File: src/rtl/piso_tx.sv
// Parallel-in serial-out transmitter: loads a WIDTH-bit word, shifts it out MSB-first.
// Latency: load at edge T puts the MSB on serial_out in cycle T+1; done pulses the cycle after the last bit.
// Backpressure: shift_en=0 holds the current bit; load_ready is low mid-word, high in IDLE or the last-bit cycle.
module piso_tx #(
    parameter int WIDTH = 8
) (
    input  logic             clk,
    input  logic             rst_n,
    input  logic             load_valid,
    output logic             load_ready,
    input  logic [WIDTH-1:0] load_data,
    input  logic             shift_en,
    output logic             serial_out,
    output logic             serial_valid,
    output logic             busy,
    output logic             done
);

    localparam int CW = (WIDTH > 1) ? $clog2(WIDTH) : 1;
    localparam logic [CW-1:0] LAST_CNT = CW'(WIDTH - 1);

    typedef enum logic {
        IDLE  = 1'b0,
        SHIFT = 1'b1
    } state_e;

    state_e           state_q, state_d;
    logic [WIDTH-1:0] shift_q, shift_d;
    logic [CW-1:0]    cnt_q, cnt_d;
    logic             done_q, done_d;

    // State register; synchronous reset aborts any word in flight without a done pulse.
    always_ff @(posedge clk) begin
        if (!rst_n) begin
            state_q <= IDLE;
            shift_q <= '0;
            cnt_q   <= '0;
            done_q  <= 1'b0;
        end else begin
            state_q <= state_d;
            shift_q <= shift_d;
            cnt_q   <= cnt_d;
            done_q  <= done_d;
        end
    end

    // Next-state and outputs; load_ready is combinational on shift_en so words chain with no gap.
    always_comb begin
        state_d      = state_q;
        shift_d      = shift_q;
        cnt_d        = cnt_q;
        done_d       = 1'b0;
        load_ready   = 1'b0;
        serial_out   = 1'b0;
        serial_valid = 1'b0;
        busy         = 1'b0;
        case (state_q)
            IDLE: begin
                load_ready = rst_n;
                if (load_valid && rst_n) begin
                    shift_d = load_data;
                    cnt_d   = '0;
                    state_d = SHIFT;
                end
            end
            SHIFT: begin
                serial_valid = 1'b1;
                serial_out   = shift_q[WIDTH-1];
                busy         = 1'b1;
                if (shift_en) begin
                    if (cnt_q == LAST_CNT) begin
                        load_ready = rst_n;
                        done_d     = 1'b1;
                        if (load_valid) begin
                            shift_d = load_data;
                            cnt_d   = '0;
                        end else begin
                            shift_d = '0;
                            cnt_d   = '0;
                            state_d = IDLE;
                        end
                    end else begin
                        shift_d = {shift_q[WIDTH-2:0], 1'b0};
                        cnt_d   = cnt_q + CW'(1);
                    end
                end
            end
            default: begin
                state_d = IDLE;
            end
        endcase
    end

    assign done = done_q;

endmodule

File: config.mk
export PLATFORM = sky130hd
export DESIGN_NAME = piso_tx
export DESIGN_NICKNAME = d
export VERILOG_FILES = /design/src/rtl/piso_tx.sv
export SDC_FILE = /design/constraint.sdc
export NUM_CORES = 1
export LEC_CHECK = 0
export CORE_MARGIN = 2
export CORE_UTILIZATION = 49
export CTS_CLUSTER_DIAMETER = 150
export DETAILED_ROUTE_END_ITERATION = 6
export PLACE_DENSITY = 0.8
export SLEW_MARGIN = 20
export SYNTH_ARGS = -nofsm -noshare
export SYNTH_HDL_FRONTEND = slang
export SYNTH_SLANG_ARGS = --single-unit
File: constraint.sdc
create_clock -name clk -period 4 [get_ports clk]
set_clock_uncertainty 0.05 [all_clocks]
set_input_delay 0.4 -clock clk [delete_from_list [all_inputs] [get_ports clk]]
set_output_delay 0.4 -clock clk [all_outputs]
set_load 0.1 [all_outputs]
* Word level (Yosys, flattened, before mapping)
Cells that the tools add are included.
Cells by class: add/subtract/negate cells 1, eq/ne operators 3, multiplexer cells 20, bitwise logic cells 1, reduce and logical (&&, ||, !) cells 3
Operator list (count):
- 8-bit 2-to-1 mux | 4
- 8-bit one-hot mux with 2 select lines | 1
- 1-bit 2-to-1 mux | 9
- 3-bit 2-to-1 mux | 3
- 3-bit one-hot mux with 2 select lines | 1
- 2-bit inequality test, second input constant | 2
- 1-bit one-hot mux with 2 select lines | 2
- 3-bit by 1-bit adder with 3-bit output, second input constant | 1
- 3-bit == test, second input constant | 1
- 3-bit AND reduction | 1
- 2-bit AND reduction | 1
- 1-bit logical AND | 1
- 1-bit NOT | 1
Word-level totals: register bits 13, bits of input ports 12, output and inout bits 5, logic and storage cells 32

* Depth between registers and ports, before layout
Gate-level depths: netlist (run 1).
depth in word-level cells 4, gate-level depth with buffers 5, depth with buffers taken out 5

* Worst setup path after synthesis (run 1)
OpenSTA, ideal clock, no wires.
path kind register to output, start reg state_q, end out load_ready, arrival 2355 ps, required time 3550 ps, slack 1195 ps, cell stages (with the launch flop) 4, cells stage by stage dfxtp_1 buf_2 a21boi_0 nor2_1
On the way: cells in the longest elaborated chain, start to end 2
RTL lines:
- start: declaration | line 27 | state_e state_q, state_d;
- start signal: assignment | line 40 | state_q <= state_d;
- 1-bit NOT
- 1-bit one-hot mux with 2 select lines * | line 57 | case (state_q)
- end: declaration | line 10 | output logic load_ready,
Mark *: on every way between the ends. The rest lies on a longest branch, timed or not.

* Worst setup path after layout (run 1)
start reg state_q, end out serial_out
On the way: cells in the longest elaborated chain, start to end 1
RTL lines:
- 1-bit 2-to-1 mux | line 57
- end: declaration | line 13 | output logic serial_out,
Every way passes these cells.

==> results of run 1 <==
## cell usage after synthesis, drive strengths merged
master / count
nand2: 7
a21bo: 1
nor2b: 4
nor2: 4
ha: 3
clkbuf: 1
o21ai: 3
inv: 2
nand2b: 1
nor4bb: 1
a222oi: 4
and3: 1
a21boi: 1
a31oi: 1
and2: 2
nand3: 3
a221o: 1
dfxtp: 13
o31ai: 1
and3b: 1
nor3: 10
nand3b: 1
a211oi: 2
buf: 5
a21oi: 4
## final cells by class
type	count	area [um^2]	area share, %
repair buffers	16	158	18.7
inverters	2	7.51	0.892
multi-input cells	56	372	44.1
well taps	15	18.8	2.23
flip-flops and latches	13	260	30.9
clock buffers	4	26.3	3.12
## registers in the layout, summed over array words and instances (netlist names)
name	count
shift_q	8
cnt_q	3
state_q	1
done	1
## per-stage QoR
step / cell area [um^2] / instances
6_report: 842 / 106
5_1_grt: 842 / 106
4_1_cts: 842 / 106
3_5_place_dp: 816 / 102
3_3_place_gp: 816 / 102
2_1_floorplan: 671 / 77
## cell families after synthesis
kind of cell	after synthesis	share of synthesized area (%)
compound gates	18	20.5
fa+ha+maj	3	5.60
flops	13	38.8
simple gates	35	29.3
buf+inv	8	5.78
## worst max-delay path, cell delays in order (launching register included)
cell and delay, ps:
dfxtp_1 520, and2_1 170, clkdlybuf4s50_1 1120
## metal layers
metal | up-vias | GRT usage, % | share of wire (%)
met1 | 289 | 26.8 | 48
met3 | 3 | 3.26 | 4.8
li1 | 310 | - | -
met4 | 0 | 7.50 | 1.5
met5 | - | 0 | 0
met2 | 15 | 28.9 | 45
## power by group through the flow
stage	registers [uW]	logic (uW)	clock network, uW
final	144	71.0	84.5
after floorplan	149	46.8	0
after global routing	144	75.4	89.5
after detailed placement	146	70.5	0
after CTS	143	71.0	85.2
after global placement	146	70.1	0
## path summary, 6_finish.rpt
kind                                    to  cells after the start
worst min register to register  shift_q[0]                      2
worst max register to register  shift_q[1]                      5
worst min-delay path            shift_q[0]                      2
worst max-delay path            serial_out                      2
==> reports/qor.yml, run 1 <==
logic_synthesis:
  syn-num-nets: 92
  netlist_area_um2: 671
  syn_inst: 77
  yosys.area.top_type_share_pct: 38.8
  ys_seq_elements: 13
  avgSynthCellArea_um2: 8.71
  synth_cell_type_count: 26
  yosysTopAreaCell: "dfxtp_1"
  synth_seq_area_share_pct: 38.8
  ys_top_cells_by_area: "dfxtp_1, nor3_1, a222oi_1"
  ys_warn_count: 0
run:
  max_cap_violations: 0
clock_tree:
  root_buffer: "clkbuf_4"
  postCtsHoldBufs: 0
  ctsHtreeMaxLevel: 1
  cts_resized: 0
  clock_path_buffers: 2
  numCtsBuffers: 3
  cts.sinks: 13
  clk_latency_ps: 280
  clkTransAtPathRegs_ps: 80
  post_cts_buffers: 0
  tritoncts: "yes"
setup_path:
  crit_path_end_kind: "primary output"
  r2r_start: "cnt_q[0]"
  crit_required_ps: 3550
  critical_path_peak_fanout: 13
  worstPathArrival_ps: 2100
  startpoint: "state_q"
  critPathLaunchType: "flop"
  reg2reg_slack_ps: 2320
  path_class: "reg2out"
routing:
  drtAntennaViolNets: 0
  dr.first_iter.drc_count: 34
  vias: 617
  wirelength_um: 1430
  drc_errors: 0
  routed_via_density: 5.82
  wl_per_cell_um: 13.5
  drt_first_pass_iters: 5
sta:
  final.setup.worst_slack_ps: 1450
  hold_slack_ps: 428
  post-route-min-period_ps: 2550
  fmax_ghz: 0.393
  hold_viol: 0
  tightest_slew_ps: 961
  finalSetupTns_ps: 0
  post-route-period-util_pct: 63.7
  slew_viol_final: 0
  slew_headroom_pct: 35.7
  grt_setup_unrepaired: "false"
  setup_viol: 0
power:
  p_seq_share_pct: 48.0
  powerDensity_nw_per_um2: 355
  peakVddDrop_uv: 199
  p_leak_uw: 0.000350
  p_switching_uw: 93.1
  p_comb_share_pct: 23.7
  switching_share_pct: 31.1
  p_clk_share_pct: 28.3
  p_int_uw: 206
  power_uw: 299
layout:
  fin_nets: 107
  syn2layout_area_growth_pct: 25.6
  final_common_cell: "clkdlybuf4s50_1"
  final_cell_mix: "clkdlybuf4s50_1, dfxtp_1, nor3_1"
  drive_above_1_share_pct: 7.69
  fillers: 104
  diodes: 0
  post-route-util_pct: 65.5
global_routing:
  antenna_found_initial: 0
  grt_pass1_vias: 498
  overflow: 0
  grt_pass1_wl_um: 2090
  grtUsageTotal_pct: 19.2
  grt_max_degree: 14
floorplan:
  die_area_um2: 1680
  core_um2: 1280
  initial_core_util_pct: 52.2
  die_h_um: 41.0
  io_pins: 17
  fp-row-count: 13
  die_x_um: 41.0
place:
  pre_cts_ws_ps: 1770
  port_buffers: 16
  dp.final_hpwl_um: 970
  place.gp.congestion: 0.749
run_status:
  status: "finished clean"
worst_hold_path:
  hold_class: "reg2reg"
  min-delay-start: "shift_q[0]"
Power figures use the tool's default switching activity.
==> inputs of run 2 (changes only) <==
--- a/config.mk
+++ b/config.mk
@@ -6,10 +6,10 @@
 export NUM_CORES = 1
 export LEC_CHECK = 0
 export CORE_MARGIN = 2
-export CORE_UTILIZATION = 49
+export CORE_UTILIZATION = 46
 export CTS_CLUSTER_DIAMETER = 150
 export DETAILED_ROUTE_END_ITERATION = 6
-export PLACE_DENSITY = 0.8
+export PLACE_DENSITY = 0.76
 export SLEW_MARGIN = 20
 export SYNTH_ARGS = -nofsm -noshare
 export SYNTH_HDL_FRONTEND = slang
==> constraint.sdc (replaced) <==
create_clock -name clk -period 2.6 [get_ports clk]
set_clock_uncertainty 0.05 [all_clocks]
set_input_delay 0.26 -clock clk [delete_from_list [all_inputs] [get_ports clk]]
set_output_delay 0.26 -clock clk [all_outputs]
set_load 0.1 [all_outputs]
==> run 2 against run 1 <==
Worst hold slack barely moved; largest cell class unchanged; routed wire length up 2.0%; first-iteration DRC count is 38% lower; power grew 54%; sequential cell count unchanged.
==> reports/qor.yml, run 2 (synthesized netlist as in run 1, its figures left out) <==
floorplan:
  die_area_um2: 1780  # +5.9%
  die_h_um: 42.2  # +2.9%
  die_x_um: 42.2  # +2.9%
  core_um2: 1330  # +3.8%
  fp-row-count: 13  # unchanged
  io_pins: 17  # unchanged
  initial_core_util_pct: 50.3  # -1.9 points
power:
  p_seq_share_pct: 48.0  # about the same
  p_comb_share_pct: 24.2  # +0.5 points
  p_switching_uw: 141  # +52%
  p_int_uw: 319  # +55%
  p_clk_share_pct: 27.8  # -0.5 points
  p_leak_uw: 0.000360  # +3.0%
  peakVddDrop_uv: 307  # +54%
  powerDensity_nw_per_um2: 543  # +53%
  switching_share_pct: 30.7  # -0.42 points
setup_path:
  crit_path_end_kind: "primary output"
  worst-path-buf-inv: 1  # unchanged
  path_class: "reg2out"
  crit_slowest_cell: "dfxtp_1"
  reg2reg_to: "shift_q[4]"
  worst_path_largest_cell_delay_ps: 340  # -780 ps
  critical_path_peak_fanout: 4  # -9
  crit_path_end: "load_ready"
  reg2reg_slack_ps: 910  # -1410 ps
  reg2reg_depth: 5  # unchanged
  r2r_start: "cnt_q[0]"
  crit_chain: "ha_1, ha_1, a21boi_0, nor2_2, buf_12"
  cp_top_family: "adder cells"
  cp_common_cell: "ha_1"
  startpoint: "cnt_q[0]"
  crit_required_ps: 2290  # -1260 ps
  cp.depth: 5  # +3
  worstPathArrival_ps: 1600  # -500 ps
  critPathLaunchType: "flop"
clock_tree:
  root_buffer: "clkbuf_4"
  clkTransAtPathRegs_ps: 80  # about the same
  postCtsHoldBufs: 0  # unchanged
  numCtsBuffers: 3  # unchanged
  ctsHtreeMaxLevel: 1  # unchanged
  clock_path_buffers: 2  # unchanged
  cts_resized: 0  # unchanged
  tritoncts: "yes"
  post_cts_buffers: 0  # unchanged
  cts.sinks: 13  # unchanged
  clk_latency_ps: 280  # about the same
layout:
  regMostFlops: "shift_q"
  syn2layout_area_growth_pct: 26.3
  drive_above_1_share_pct: 13.2  # +5.5 points
  final_common_cell: "dfxtp_1"
  ff_latch_area_um2: 260  # unchanged
  design_area_um2: 847  # +0.59%
  top_regs: "shift_q: 8 flops, cnt_q: 3 flops"
  fillers: 124  # +19%
  diodes: 0  # unchanged
  fin_nets: 107  # unchanged
  largest_reg_flops: 8  # unchanged
  final_cell_mix: "dfxtp_1, clkdlybuf4s50_1, nor3_1"
  multiInputGateArea_um2: 374  # +0.67%
place:
  dpl_cell_area_um2: 821  # +0.61%
  dp.final_hpwl_um: 1010  # +4.2%
  place.gp.congestion: 0.773  # +3.2%
  port_buffers: 16  # unchanged
run_status:
  status: "finished clean"
sta:
  grt_setup_unrepaired: "false"
  finalSetupTns_ps: 0  # unchanged
  post-route-period-util_pct: 73.3
  tightest_slew_ps: 395  # -566 ps
  post-route-min-period_ps: 1910
  fmax_ghz: 0.525
  hold_viol: 0  # unchanged
  setup_viol: 0  # unchanged
  slew_headroom_pct: 73.7  # +38 points
  slew_viol_final: 0  # unchanged
global_routing:
  grt_max_degree: 14  # unchanged
  overflow: 0  # unchanged
  grt_pass1_vias: 527  # +5.8%
  grt_pass1_wl_um: 2370  # +14%
  grtUsageTotal_pct: 18.1  # -1.1 points
  antenna_found_initial: 0  # unchanged
routing:
  vias: 624  # +1.1%
  drtAntennaViolNets: 0  # unchanged
  dr.first_iter.drc_count: 21  # -38%
  drt_first_pass_iters: 4  # -1
  wirelength_um: 1460  # +2.0%
  routed_via_density: 5.89  # +1.1%
  wl_per_cell_um: 13.8  # +2.0%
  drc_errors: 0  # unchanged
run:
  max_cap_violations: 0  # unchanged
worst_hold_path:
  whs_path_depth: 2  # unchanged
  hold_class: "reg2reg"
==> run 2: cell types whose count changed in the layout (fill, tap and decap cells not counted) <==
cell	delta
nor2_1	-1
nor2_2	+1
buf_4	+3
clkdlybuf4s50_1	-4
buf_12	+1
==> run 2: how the worst min path moves through the flow <==
stage                           from          to
after floorplan           load_valid     state_q
after global placement      cnt_q[1]    cnt_q[1]
after CTS                 shift_q[0]  shift_q[0]
after detailed placement  shift_q[0]  shift_q[0]
final                       cnt_q[1]    cnt_q[1]
after global routing      shift_q[0]  shift_q[0]
==> run 2: final cells by class <==
type	count	area share, %
Multi-Input combinational cell	56	44.2
Sequential cell	13	30.7
Timing Repair Buffer	16	18.9
Clock buffer	4	3.10
Tap cell	15	2.22
Inverter	2	0.886
==> run 2: metal layers <==
layer,global-route usage (%),share of wire [%],vias up
met4,13.1,3.5,0
met5,0,0,-
met3,3.02,4.3,5
li1,-,-,307
met2,25.5,45,20
met1,24.5,47,292
==> run 2: worst reg2reg max path, delay by kind of cell, from the launching register on <==
family	cells	cell delay, ps
AO/OA/AOI/OAI	2	610
adder cells (fa/ha/maj)	2	480
flip-flops	1	340
AND/OR/NAND/NOR	1	90
==> run 2: through the flow <==
step | util [%] | hold WS, ps | worst slack, ps | total power (uW) | instances
3_5_place_dp | 61.5 | 414 | 816 | 337 | 102
6_report | 63.5 | 428 | 695 | 460 | 106
5_1_grt | 63.5 | 446 | 613 | 480 | 106
3_3_place_gp | 61.5 | 412 | 840 | 336 | 102
2_1_floorplan | - | 331 | 264 | 302 | 77
4_1_cts | 63.5 | 426 | 685 | 464 | 106
==> run 2: power groups by stage <==
stage | Clock (uW) | Combinational (uW) | Sequential [uW]
2_1_floorplan | 0 | 72.6 | 230
3_3_place_gp | 0 | 110 | 226
3_5_place_dp | 0 | 111 | 226
4_1_cts | 131 | 112 | 221
5_1_grt | 138 | 119 | 223
6_report | 128 | 111 | 221
==> inputs of run 3 (changes only) <==
--- a/config.mk
+++ b/config.mk
@@ -5,11 +5,12 @@
 export SDC_FILE = /design/constraint.sdc
 export NUM_CORES = 1
 export LEC_CHECK = 0
+export CORE_ASPECT_RATIO = 1.25
 export CORE_MARGIN = 2
-export CORE_UTILIZATION = 46
+export CORE_UTILIZATION = 41
 export CTS_CLUSTER_DIAMETER = 150
 export DETAILED_ROUTE_END_ITERATION = 6
-export PLACE_DENSITY = 0.76
+export PLACE_DENSITY = 0.71
 export SLEW_MARGIN = 20
 export SYNTH_ARGS = -nofsm -noshare
 export SYNTH_HDL_FRONTEND = slang
==> constraint.sdc (replaced) <==
create_clock -name clk -period 1.65 [get_ports clk]
set_clock_uncertainty 0.05 [all_clocks]
set_input_delay 0.165 -clock clk [delete_from_list [all_inputs] [get_ports clk]]
set_output_delay 0.165 -clock clk [all_outputs]
set_load 0.1 [all_outputs]
==> run 3 against run 2 <==
First-iteration DRC count rose by 38%; critical path depth stayed put; largest cell class unchanged; via count grew 4.0%; clock-buffer cell count unchanged; cell count rose by 7.5%; sequential power up 59%; routed wire length grew 8.0%; combinational power up 83%; die area up 11%; sequential cell count stayed put; worst hold slack worse by 22 ps.
==> reports/qor.yml, run 3 (synthesized netlist as in run 1, its figures left out) <==
power:
  p_leak_uw: 0.000400  # +11%
  peakVddDrop_uv: 428  # +40%
  switching_share_pct: 30.1  # -0.60 points
  p_comb_share_pct: 27.0  # +2.8 points
  power_uw: 749  # +63%
  powerDensity_nw_per_um2: 766  # +41%
  p_switching_uw: 226  # +60%
  p_clk_share_pct: 26.1  # -1.7 points
  p_int_uw: 524  # +64%
  p_seq_share_pct: 46.8  # -1.2 points
sta:
  grt_setup_unrepaired: "false"
  tightest_slew_ps: 384  # -10.8 ps
  finalSetupTns_ps: 0  # unchanged
  setup_viol: 0  # unchanged
  post-route-period-util_pct: 97.9
  slew_headroom_pct: 74.4  # +0.75 points
  slew_viol_final: 0  # unchanged
  fmax_ghz: 0.619
  post-route-min-period_ps: 1620
  hold_viol: 0  # unchanged
worst_hold_path:
  hold_class: "in2reg"
layout:
  layout.cells.non_filler: 114  # +7.5%
  diodes: 0  # unchanged
  largest_reg_flops: 8  # unchanged
  fillers: 132  # +6.5%
  fin_nets: 112  # +4.7%
  design_area_um2: 978  # +16%
  syn2layout_area_growth_pct: 45.9
  top_regs: "shift_q: 8 flops, cnt_q: 3 flops"
  regMostFlops: "shift_q"
  drive_above_1_share_pct: 25.0  # +12 points
  final_cell_mix: "dfxtp_1, clkdlybuf4s50_1, nor3_1"
setup_path:
  worstPathArrival_ps: 1730  # +130 ps
  worst-path-buf-inv: 0  # -1
  cp_top_family: "compound AO/OA/AOI/OAI gates"
  crit_chain: "ha_2, ha_1, a21bo_4, a222oi_1, nor3_1"
  critical_path_peak_fanout: 7  # +3
  critPathLaunchType: "flop"
  path_class: "reg2reg"
  crit_slowest_cell: "a222oi_1"
  crit_path_end_kind: "flop"
  crit_required_ps: 1760  # -530 ps
  worst_path_largest_cell_delay_ps: 370  # +30 ps
routing:
  routed_via_density: 5.69  # -3.3%
  vias: 649  # +4.0%
  drtAntennaViolNets: 0  # unchanged
  wirelength_um: 1570  # +8.0%
  drc_errors: 0  # unchanged
  wl_per_cell_um: 13.8  # +0.38%
  dr.first_iter.drc_count: 29  # +38%
  drt_first_pass_iters: 4  # unchanged
clock_tree:
  clk_latency_ps: 280  # about the same
  numCtsBuffers: 3  # unchanged
  tritoncts: "yes"
  root_buffer: "clkbuf_4"
  clkTransAtPathRegs_ps: 80  # about the same
  clock_path_buffers: 2  # unchanged
  ctsHtreeMaxLevel: 1  # unchanged
  cts.sinks: 13  # unchanged
global_routing:
  grtUsageTotal_pct: 19.3  # +1.2 points
  overflow: 0  # unchanged
  grt_pass1_wl_um: 2610  # +9.9%
  grt_max_degree: 14  # unchanged
  antenna_found_initial: 0  # unchanged
  grt_pass1_vias: 589  # +12%
floorplan:
  initial_core_util_pct: 43.5  # -6.8 points
  fp-row-count: 16  # +3
  die_area_um2: 1980  # +11%
  die_x_um: 40.2  # -4.8%
  io_pins: 17  # unchanged
  core_um2: 1540  # +16%
  die_h_um: 49.2  # +17%
run:
  max_cap_violations: 0  # unchanged
place:
  port_buffers: 16  # unchanged
  post-place-cells: 109  # +6.9%
  place.gp.congestion: 0.762  # -1.4%
  dpl_cell_area_um2: 915  # +11%
  dp.final_hpwl_um: 1120  # +11%
run_status:
  status: "finished clean"
[run 3: metal layers]
| layer | vias to the layer above | routed length, um | GRT usage [%] |
|---|---|---|---|
| met2 | 25 | 764 | 28.2 |
| met1 | 298 | 675 | 24.6 |
| met4 | 0 | 31 | 10.0 |
| met3 | 4 | 102 | 5.94 |
| met5 | - | 0 | 0 |
| li1 | 322 | - | - |
[run 3: worst reg2reg max path, stage by stage (launching register included)]
cell	delay, ps
dfxtp_2	330
ha_2	200
ha_1	210
a21bo_4	250
a222oi_1	370
nor3_1	90
[run 3: cell type report]
| class | instances | area [um^2] | area share [%] |
|---|---|---|---|
| Multi-Input combinational cell | 56 | 409 | 41.8 |
| Sequential cell | 13 | 265 | 27.1 |
| Timing Repair Buffer | 21 | 248 | 25.3 |
| Clock buffer | 4 | 26.3 | 2.69 |
| Tap cell | 18 | 22.5 | 2.30 |
| Inverter | 2 | 7.51 | 0.767 |
[run 3: power groups by stage]
stage | clock, uW | combinational (uW) | sequential (uW)
after CTS | 205 | 200 | 351
after global routing | 224 | 216 | 354
after global placement | 0 | 194 | 357
final | 196 | 203 | 351
after floorplan | 0 | 116 | 362
after detailed placement | 0 | 195 | 358
[run 3: final timing paths]
path	slack, ps	from	to	cells after the start
max	30	cnt_q[0]	shift_q[3]	5
max reg2reg	30	cnt_q[0]	shift_q[3]	5
min reg2reg	430	shift_q[0]	shift_q[0]	2
min	410	load_data[6]	shift_q[6]	3
[run 3: metrics by stage]
stage | util, % | hold slack, ps | setup slack (ps)
final | 63.5 | 405 | 34.3
after global routing | 63.5 | 392 | 2.79
after CTS | 62.2 | 402 | 18.3
after detailed placement | 59.3 | 418 | 53.0
after global placement | 59.3 | 415 | 57.5
after floorplan | - | 234 | 82.3
[run 3: timing repair]
action	in CTS	in global routing
gates resized for setup	5	3
hold buffers	0	0
buffers inserted	1	0
pin swaps	1	5
setup endpoints to repair	1	3
